===== src/rtl/reg_bank_s8_ctl_pkg.sv =====
// ---------------------------------------------------------------------------
// reg_bank_s8_ctl_pkg
// Shared definitions for the 8x8 register-bank instruction initiator:
//   - instruction width and opcode constants (NOP, RDO, LD0..LD7)
//   - host command kind encoding
//   - controller FSM state encoding
//   - small helpers to build instruction words
// ---------------------------------------------------------------------------
package reg_bank_s8_ctl_pkg;

  localparam int INST_W = 12;

  typedef logic [3:0] opcode_t;

  localparam opcode_t OP_NOP = 4'd0;
  localparam opcode_t OP_RDO = 4'd1;
  localparam opcode_t OP_LD0 = 4'd2;
  localparam opcode_t OP_LD1 = 4'd3;
  localparam opcode_t OP_LD2 = 4'd4;
  localparam opcode_t OP_LD3 = 4'd5;
  localparam opcode_t OP_LD4 = 4'd6;
  localparam opcode_t OP_LD5 = 4'd7;
  localparam opcode_t OP_LD6 = 4'd8;
  localparam opcode_t OP_LD7 = 4'd9;

  typedef enum logic [1:0] {
    KIND_LOAD    = 2'd0,
    KIND_SELECT  = 2'd1,
    KIND_BULK    = 2'd2,
    KIND_ILLEGAL = 2'd3
  } cmd_kind_e;

  typedef enum logic [2:0] {
    ST_STARTUP = 3'd0,
    ST_IDLE    = 3'd1,
    ST_BURST   = 3'd2,
    ST_FINAL   = 3'd3,
    ST_ERROR   = 3'd4
  } state_e;

  // Opcode of the load instruction targeting register n.
  function automatic opcode_t op_ld(input logic [2:0] n);
    return OP_LD0 + opcode_t'(n);
  endfunction

  // Pack an opcode and its 8-bit immediate into one instruction word.
  function automatic logic [INST_W-1:0] mk_inst(input opcode_t op, input logic [7:0] imm);
    return {op, imm};
  endfunction

endpackage


===== src/rtl/reg_bank_s8_ctl_pacer.sv =====
// ---------------------------------------------------------------------------
// reg_bank_s8_ctl_pacer
// Burst pacing helper: tracks which burst slot (0..7) was last issued and
// how many idle cycles remain before the next slot may be issued.
//
// Ports:
//   clock    in   rising-edge clock
//   reset    in   asynchronous active-low reset
//   start_i  in   begin a burst; slot 0 is being issued this cycle
//   step_i   in   burst in progress; advance the gap/slot bookkeeping
//   fire_o   out  gap has elapsed: the next instruction may be issued now
//   last_o   out  the slot most recently issued was slot 7
//   idx_o    out  slot most recently issued
//
// The slot index stops at 7 (no wrap); the gap counter reloads to Gap after
// every issued slot.
// ---------------------------------------------------------------------------
module reg_bank_s8_ctl_pacer #(
  parameter int Gap = 0
) (
  input  logic       clock,
  input  logic       reset,
  input  logic       start_i,
  input  logic       step_i,
  output logic       fire_o,
  output logic       last_o,
  output logic [2:0] idx_o
);

  localparam logic [3:0] GAP_LOAD = 4'(Gap);

  logic [2:0] idx_q, idx_d;
  logic [3:0] gap_q, gap_d;

  assign fire_o = (gap_q == 4'd0);
  assign last_o = (idx_q == 3'd7);
  assign idx_o  = idx_q;

  // NOTE: every variable assigned here gets a default first, so no path can
  // leave it unassigned and infer a latch.
  always_comb begin
    idx_d = idx_q;
    gap_d = gap_q;
    if (start_i) begin
      idx_d = 3'd0;
      gap_d = GAP_LOAD;
    end else if (step_i) begin
      if (gap_q != 4'd0) begin
        gap_d = gap_q - 4'd1;
      end else if (!last_o) begin
        idx_d = idx_q + 3'd1;
        gap_d = GAP_LOAD;
      end
    end
  end

  // NOTE: state registers use non-blocking assignments so every flop samples
  // the pre-edge values regardless of statement order.
  always_ff @(posedge clock or negedge reset) begin
    if (!reset) begin
      idx_q <= 3'd0;
      gap_q <= 4'd0;
    end else begin
      idx_q <= idx_d;
      gap_q <= gap_d;
    end
  end

endmodule


===== src/rtl/reg_bank_s8_ctl.sv =====
// ---------------------------------------------------------------------------
// reg_bank_s8_ctl
// Initiator for the 12-bit register-bank instruction interface. Converts
// host commands into the inst/inst_en stream of an 8x8 register bank:
// single-register LOAD, output SELECT, and BULK load of all eight registers
// from one 64-bit word followed by an output select.
//
// Parameters:
//   StartupCycles  cycles inst_en stays low after reset release (>= 1)
//   BurstGap       idle cycles between consecutive burst instructions (0..15)
//
// Ports:
//   clock       in   rising-edge clock
//   reset       in   asynchronous active-low reset
//   cmd_valid   in   host command valid
//   cmd_ready   out  command accepted when cmd_valid & cmd_ready
//   cmd_kind    in   0=LOAD, 1=SELECT, 2=BULK, 3=illegal
//   cmd_index   in   target register / output select
//   cmd_data    in   LOAD uses [7:0]; BULK byte n -> register n
//   inst        out  [11:8] opcode, [7:0] immediate/select
//   inst_en     out  inst valid this cycle
//   busy        out  high whenever not in Idle
//   done        out  pulse in the cycle after a command's last instruction
//   error       out  sticky, set on an illegal command kind
//   shadow_out  out  (REG_BANK_S8_CTL_SHADOW_EN only) model of the bank's out
//
// Build option: define REG_BANK_S8_CTL_SHADOW_EN to add shadow registers
// that track what the bank holds and expose the selected one on shadow_out.
// ---------------------------------------------------------------------------
module reg_bank_s8_ctl
  import reg_bank_s8_ctl_pkg::*;
#(
  parameter int StartupCycles = 2,
  parameter int BurstGap      = 0
) (
  input  logic              clock,
  input  logic              reset,
  input  logic              cmd_valid,
  output logic              cmd_ready,
  input  logic [1:0]        cmd_kind,
  input  logic [2:0]        cmd_index,
  input  logic [63:0]       cmd_data,
  output logic [INST_W-1:0] inst,
  output logic              inst_en,
  output logic              busy,
  output logic              done,
  output logic              error
`ifdef REG_BANK_S8_CTL_SHADOW_EN
 ,output logic [7:0]        shadow_out
`endif
);

  localparam logic [7:0] STARTUP_LOAD = 8'(StartupCycles);

  state_e              state_q;
  logic [7:0]          startup_cnt_q;
  logic [INST_W-1:0]   inst_q;
  logic                inst_en_q;
  logic                done_q;
  logic                error_q;
  logic [63:0]         data_q;
  logic [2:0]          sel_q;

  logic                pace_start;
  logic                pace_step;
  logic                pace_fire;
  logic                pace_last;
  logic [2:0]          pace_idx;
  logic [2:0]          next_idx;
  logic                accept;
  cmd_kind_e           kind;

  assign kind       = cmd_kind_e'(cmd_kind);
  assign accept     = (state_q == ST_IDLE) && cmd_valid;
  assign pace_start = accept && (kind == KIND_BULK);
  assign pace_step  = (state_q == ST_BURST);
  assign next_idx   = pace_idx + 3'd1;

  reg_bank_s8_ctl_pacer #(
    .Gap (BurstGap)
  ) u_pacer (
    .clock   (clock),
    .reset   (reset),
    .start_i (pace_start),
    .step_i  (pace_step),
    .fire_o  (pace_fire),
    .last_o  (pace_last),
    .idx_o   (pace_idx)
  );

  // Ready/busy decode straight from the state register, so they change only
  // on clock edges.
  assign cmd_ready = (state_q == ST_IDLE);
  assign busy      = (state_q != ST_IDLE);
  assign inst      = inst_q;
  assign inst_en   = inst_en_q;
  assign done      = done_q;
  assign error     = error_q;

  always_ff @(posedge clock or negedge reset) begin
    if (!reset) begin
      state_q       <= ST_STARTUP;
      startup_cnt_q <= STARTUP_LOAD;
      inst_q        <= '0;
      inst_en_q     <= 1'b0;
      done_q        <= 1'b0;
      error_q       <= 1'b0;
      data_q        <= '0;
      sel_q         <= '0;
    end else begin
      // Single-cycle strobes default low; inst holds its last value.
      inst_en_q <= 1'b0;
      done_q    <= 1'b0;

      unique case (state_q)
        ST_STARTUP: begin
          startup_cnt_q <= startup_cnt_q - 8'd1;
          if (startup_cnt_q <= 8'd1) begin
            state_q <= ST_IDLE;
          end
        end

        ST_IDLE: begin
          if (cmd_valid) begin
            unique case (kind)
              KIND_LOAD: begin
                inst_q    <= mk_inst(op_ld(cmd_index), cmd_data[7:0]);
                inst_en_q <= 1'b1;
                state_q   <= ST_FINAL;
              end
              KIND_SELECT: begin
                inst_q    <= mk_inst(OP_RDO, {5'b0, cmd_index});
                inst_en_q <= 1'b1;
                state_q   <= ST_FINAL;
              end
              KIND_BULK: begin
                // LD0 goes out immediately to keep accept-to-inst latency at 1.
                data_q    <= cmd_data;
                sel_q     <= cmd_index;
                inst_q    <= mk_inst(OP_LD0, cmd_data[7:0]);
                inst_en_q <= 1'b1;
                state_q   <= ST_BURST;
              end
              default: begin
                error_q <= 1'b1;
                state_q <= ST_ERROR;
              end
            endcase
          end
        end

        ST_BURST: begin
          if (pace_fire) begin
            inst_en_q <= 1'b1;
            if (pace_last) begin
              inst_q  <= mk_inst(OP_RDO, {5'b0, sel_q});
              state_q <= ST_FINAL;
            end else begin
              inst_q <= mk_inst(op_ld(next_idx), data_q[{next_idx, 3'b000} +: 8]);
            end
          end
        end

        // The command's last instruction is on the bus this cycle.
        ST_FINAL: begin
          done_q  <= 1'b1;
          state_q <= ST_IDLE;
        end

        ST_ERROR: begin
          state_q <= ST_ERROR;
        end

        default: begin
          state_q <= ST_ERROR;
        end
      endcase
    end
  end

`ifdef REG_BANK_S8_CTL_SHADOW_EN
  // Shadow copy of the bank: updated on the edge at which the bank samples
  // an issued instruction, so shadow_out tracks the bank's output.
  logic [7:0][7:0] shadow_q, shadow_d;
  logic [2:0]      shadow_sel_q, shadow_sel_d;
  logic [7:0]      shadow_out_q;
  opcode_t         issued_op;
  logic [2:0]      ld_slot;

  always_comb begin
    shadow_d     = shadow_q;
    shadow_sel_d = shadow_sel_q;
    issued_op    = inst_q[11:8];
    // LDn opcodes are 2..9, so the low three bits minus 2 (mod 8) give n.
    ld_slot      = issued_op[2:0] - 3'd2;
    if (inst_en_q) begin
      if (issued_op == OP_RDO) begin
        shadow_sel_d = inst_q[2:0];
      end else if (issued_op >= OP_LD0) begin
        shadow_d[ld_slot] = inst_q[7:0];
      end
    end
  end

  // NOTE: the shadow array is explicitly reset because its contents are
  // architecturally visible (all zero after reset); plain data storage that
  // is always written before being read would not need it.
  always_ff @(posedge clock or negedge reset) begin
    if (!reset) begin
      shadow_q     <= '0;
      shadow_sel_q <= '0;
      shadow_out_q <= '0;
    end else begin
      shadow_q     <= shadow_d;
      shadow_sel_q <= shadow_sel_d;
      shadow_out_q <= shadow_d[shadow_sel_d];
    end
  end

  assign shadow_out = shadow_out_q;
`endif

endmodule


===== config.mk =====
export PLATFORM = sky130hd
export DESIGN_NAME = reg_bank_s8_ctl
export DESIGN_NICKNAME = d
export VERILOG_FILES = /design/src/rtl/reg_bank_s8_ctl_pkg.sv /design/src/rtl/reg_bank_s8_ctl_pacer.sv /design/src/rtl/reg_bank_s8_ctl.sv
export SDC_FILE = /design/constraint.sdc
export NUM_CORES = 1
export LEC_CHECK = 0
export CORE_MARGIN = 5
export CORE_UTILIZATION = 53
export DETAILED_ROUTE_END_ITERATION = 16
export MAX_ROUTING_LAYER = met4
export PLACE_DENSITY = 0.88
export REMOVE_ABC_BUFFERS = 1
export SLEW_MARGIN = 20
export SYNTH_ARGS = -nofsm -noshare
export SYNTH_HDL_FRONTEND = slang
export SYNTH_SLANG_ARGS = --single-unit

===== constraint.sdc =====
create_clock -name clock -period 2.4 [get_ports clock]
set_input_delay 0.24 -clock clock [delete_from_list [all_inputs] [get_ports clock]]
set_output_delay 0.24 -clock clock [all_outputs]
set_load 0.02 [all_outputs]

==> results_dict.tcl <==
set metrics [dict create \
    cts_setup_buffers 0 \
    fin_nets 525 \
    yosys-top-cells-area "dfrtp_1, mux2_2, mux4_1, ha_1, a21oi_2" \
    diodes 0 \
    clk_latency_ns 0.35 \
    internal-power_mw 4.520 \
    slew_viol_final 0 \
    grt_usage 0.1879 \
    start_util 0.5346 \
    dr.pass1.iters 5 \
    numCtsBuffers 9 \
    p_switching_mw 2.070 \
    clock_skew_ns 0.009592 \
    ys_warn_count 0 \
    maxCapViolations 0 \
    vias 3161 \
    cts.sinks 100 \
    hp-class "in2async" \
    grt_pass1_wl_um 16260 \
    coreArea_mm2 0.009109 \
    p_leak_nw 2.647 \
    cts_hold_buf 1 \
    syn-cell-area_mm2 0.004870 \
    cts_tree "built" \
    crit_required_ns 2.68 \
    grt_max_degree 75 \
    crit_slowest_cell "or3b_1" \
    num-fill-cells 690 \
    drc_errors 0 \
    rows 35 \
    portBuffers 88 \
    crit_buf_inv 1 \
    wirelength_um 9678 \
    antenna_found_initial 0 \
    sw_frac_of_total 0.3141 \
    p_clk_frac 0.180 \
    rsz0062_at_grt "no" \
    synth_top_cell_by_area "dfrtp_1" \
    worst_slew_pin_slew_ns 0.5236 \
    vias_per_cell 5.675 \
    powerDensity_mw_per_mm2 1088 \
    synth.distinct_cells 52 \
    cts_buffer_depth 2 \
    syn_area_per_cell_um2 13.80 \
    fin_cells 557 \
    setup_viol 0 \
    critPathMaxFanout 18 \
    synth_edf_count 0 \
    grt_overflow_total 0 \
    io_pins 89 \
    fin_setup_tns_ns 0 \
    root_buffer "clkbuf_8" \
    place_hpwl_um 7094 \
    path_clk_slew_ns 0.09 \
    critPathKind "reg2reg" \
    fin_crit_ns 2.037 \
    arrival_ns 2.32 \
    cp_top_family "simple AND/OR/NAND/NOR gates" \
    cpPeakStageDelay_ns 0.61 \
    fin_crit_sh 0.8488 \
    postRouteAntennaNets 0 \
    drive_gt1_frac 0.2578 \
    gp_congestion 0.8910 \
    ys_ff_latch 100 \
    die_h_um 105.9 \
    fmax_mhz 490.9 \
    ctsResizeCount 0 \
    cp-start-kind "register" \
    synth_top_area_frac 0.5087 \
    synthArstFlopShare 1.000 \
    p_seq_frac 0.439 \
    status "finished, final reports clean" \
    combPwrFrac 0.381 \
    drt_iter0_markers 141 \
    ys_seq_area_frac 0.5141 \
    synth_ff_type "dfrtp_1" \
    place_inst 540 \
    syn2layout_area_growth_pct 24.43 \
    avgRoutedWirePerCell_um 17.38 \
    cp-end-kind "register" \
    postSynthCellCount 353 \
    grt_pass1_vias 3313 \
    die_x_um 105.9 \
    irDropWorstVdd_mv 0.4223 \
    hold_viol_final 0 \
    ctsHtreeMaxLevel 3 \
    die_area_mm2 0.01121 \
    path_cells "or3b_1 -> o22ai_4 -> buf_4 -> nand3_1 -> o21ai_1" \
    relSlewSlack 0.6509 \
]
## flip-flops by register name, summed over array words and instances, names as in the netlist
name	cells
data_q	64
done	1
error	1
inst	12
inst_en	1
sel_q	3
startup_cnt_q	8
state_q	3
u_pacer.gap_q	4
u_pacer.idx_o	3
## power by group through the flow
stage / combinational [mW] / sequential [mW] / clock (mW)
after floorplan: 1.58 / 2.95 / 0
after global placement: 2.44 / 2.86 / 0
after detailed placement: 2.54 / 2.93 / 0
after CTS: 2.55 / 2.89 / 1.22
after global routing: 2.75 / 2.99 / 1.30
final: 2.51 / 2.89 / 1.19
## path summary, 6_finish.rpt
check | from | end | slack [ns] | cells past startpoint
max reg2reg | state_q[2] | u_pacer.idx_o[2] | 0.36 | 5
max | state_q[2] | u_pacer.idx_o[2] | 0.36 | 5
min reg2reg | startup_cnt_q[7] | startup_cnt_q[7] | 0.47 | 1
min in group clock | startup_cnt_q[7] | startup_cnt_q[7] | 0.47 | 1
max in group asynchronous | reset | startup_cnt_q[1] | 1.26 | 3
min | reset | data_q[24] | 0.40 | 2
## per-layer routing
metal	share of wire	global-route usage
met4	0.0094	0.03793
met1	0.44	0.2374
met2	0.51	0.3119
met3	0.048	0.04593
met5	0	-
## synth_stat cells, drive strengths merged (7+ instances only)
library cell	instances
dfrtp	99
mux2	73
buf	18
nor2	17
mux4	16
a21oi	12
ha	12
inv	11
nand3	11
nand2	10
nand2b	8
nor3	8
a22oi	7
## final cells by class
type | instances | area, µm² | area share
Inverter | 11 | 41.29 | 0.006814
Sequential cell | 100 | 2504 | 0.4132
Timing Repair Buffer | 96 | 965.9 | 0.1594
Clock inverter | 5 | 82.58 | 0.01363
Multi-Input combinational cell | 223 | 2186 | 0.3607
Clock buffer | 11 | 141.4 | 0.02333
Tap cell | 111 | 138.9 | 0.02292
## cell families after synthesis
group / Yosys count / synth area share
flip-flops: 100 / 0.5141
buffers and inverters: 30 / 0.03751
adder cells (fa/ha/maj): 12 / 0.03083
multiplexers: 91 / 0.2585
AO/OA/AOI/OAI: 46 / 0.07091
AND/OR/NAND/NOR: 67 / 0.07554
XOR/XNOR: 7 / 0.01259
## per-stage QoR
stage | hold WS [ns] | util | instance area [µm²] | power (mW) | setup slack [ns]
floorplan | -0.05559 | - | 4728 | 4.526 | -0.3659
global placement | 0.2421 | 0.6396 | 5826 | 5.307 | 0.2284
detailed placement | 0.2500 | 0.6396 | 5826 | 5.468 | 0.2146
CTS | 0.4151 | 0.6652 | 6060 | 6.661 | 0.3647
global route | 0.4536 | 0.6652 | 6060 | 7.045 | 0.2034
finish | 0.3978 | 0.6652 | 6060 | 6.590 | 0.3629
## placed cells by master, fill, tap and decap left out, drive strengths merged, types with 4 or more instances in the layout
cell           count
nand3             11
a22oi              7
a31oi              4
nor2              17
inv               12
clkdlybuf4s50     87
o22ai              4
a21oi             12
nor3               8
mux2              73
buf                8
mux4              16
o21ai              6
xnor2              5
ha                12
clkbuf            11
nand2b             8
dfrtp             99
nand2             10
Note: power is estimated with default switching activity, not from simulation.
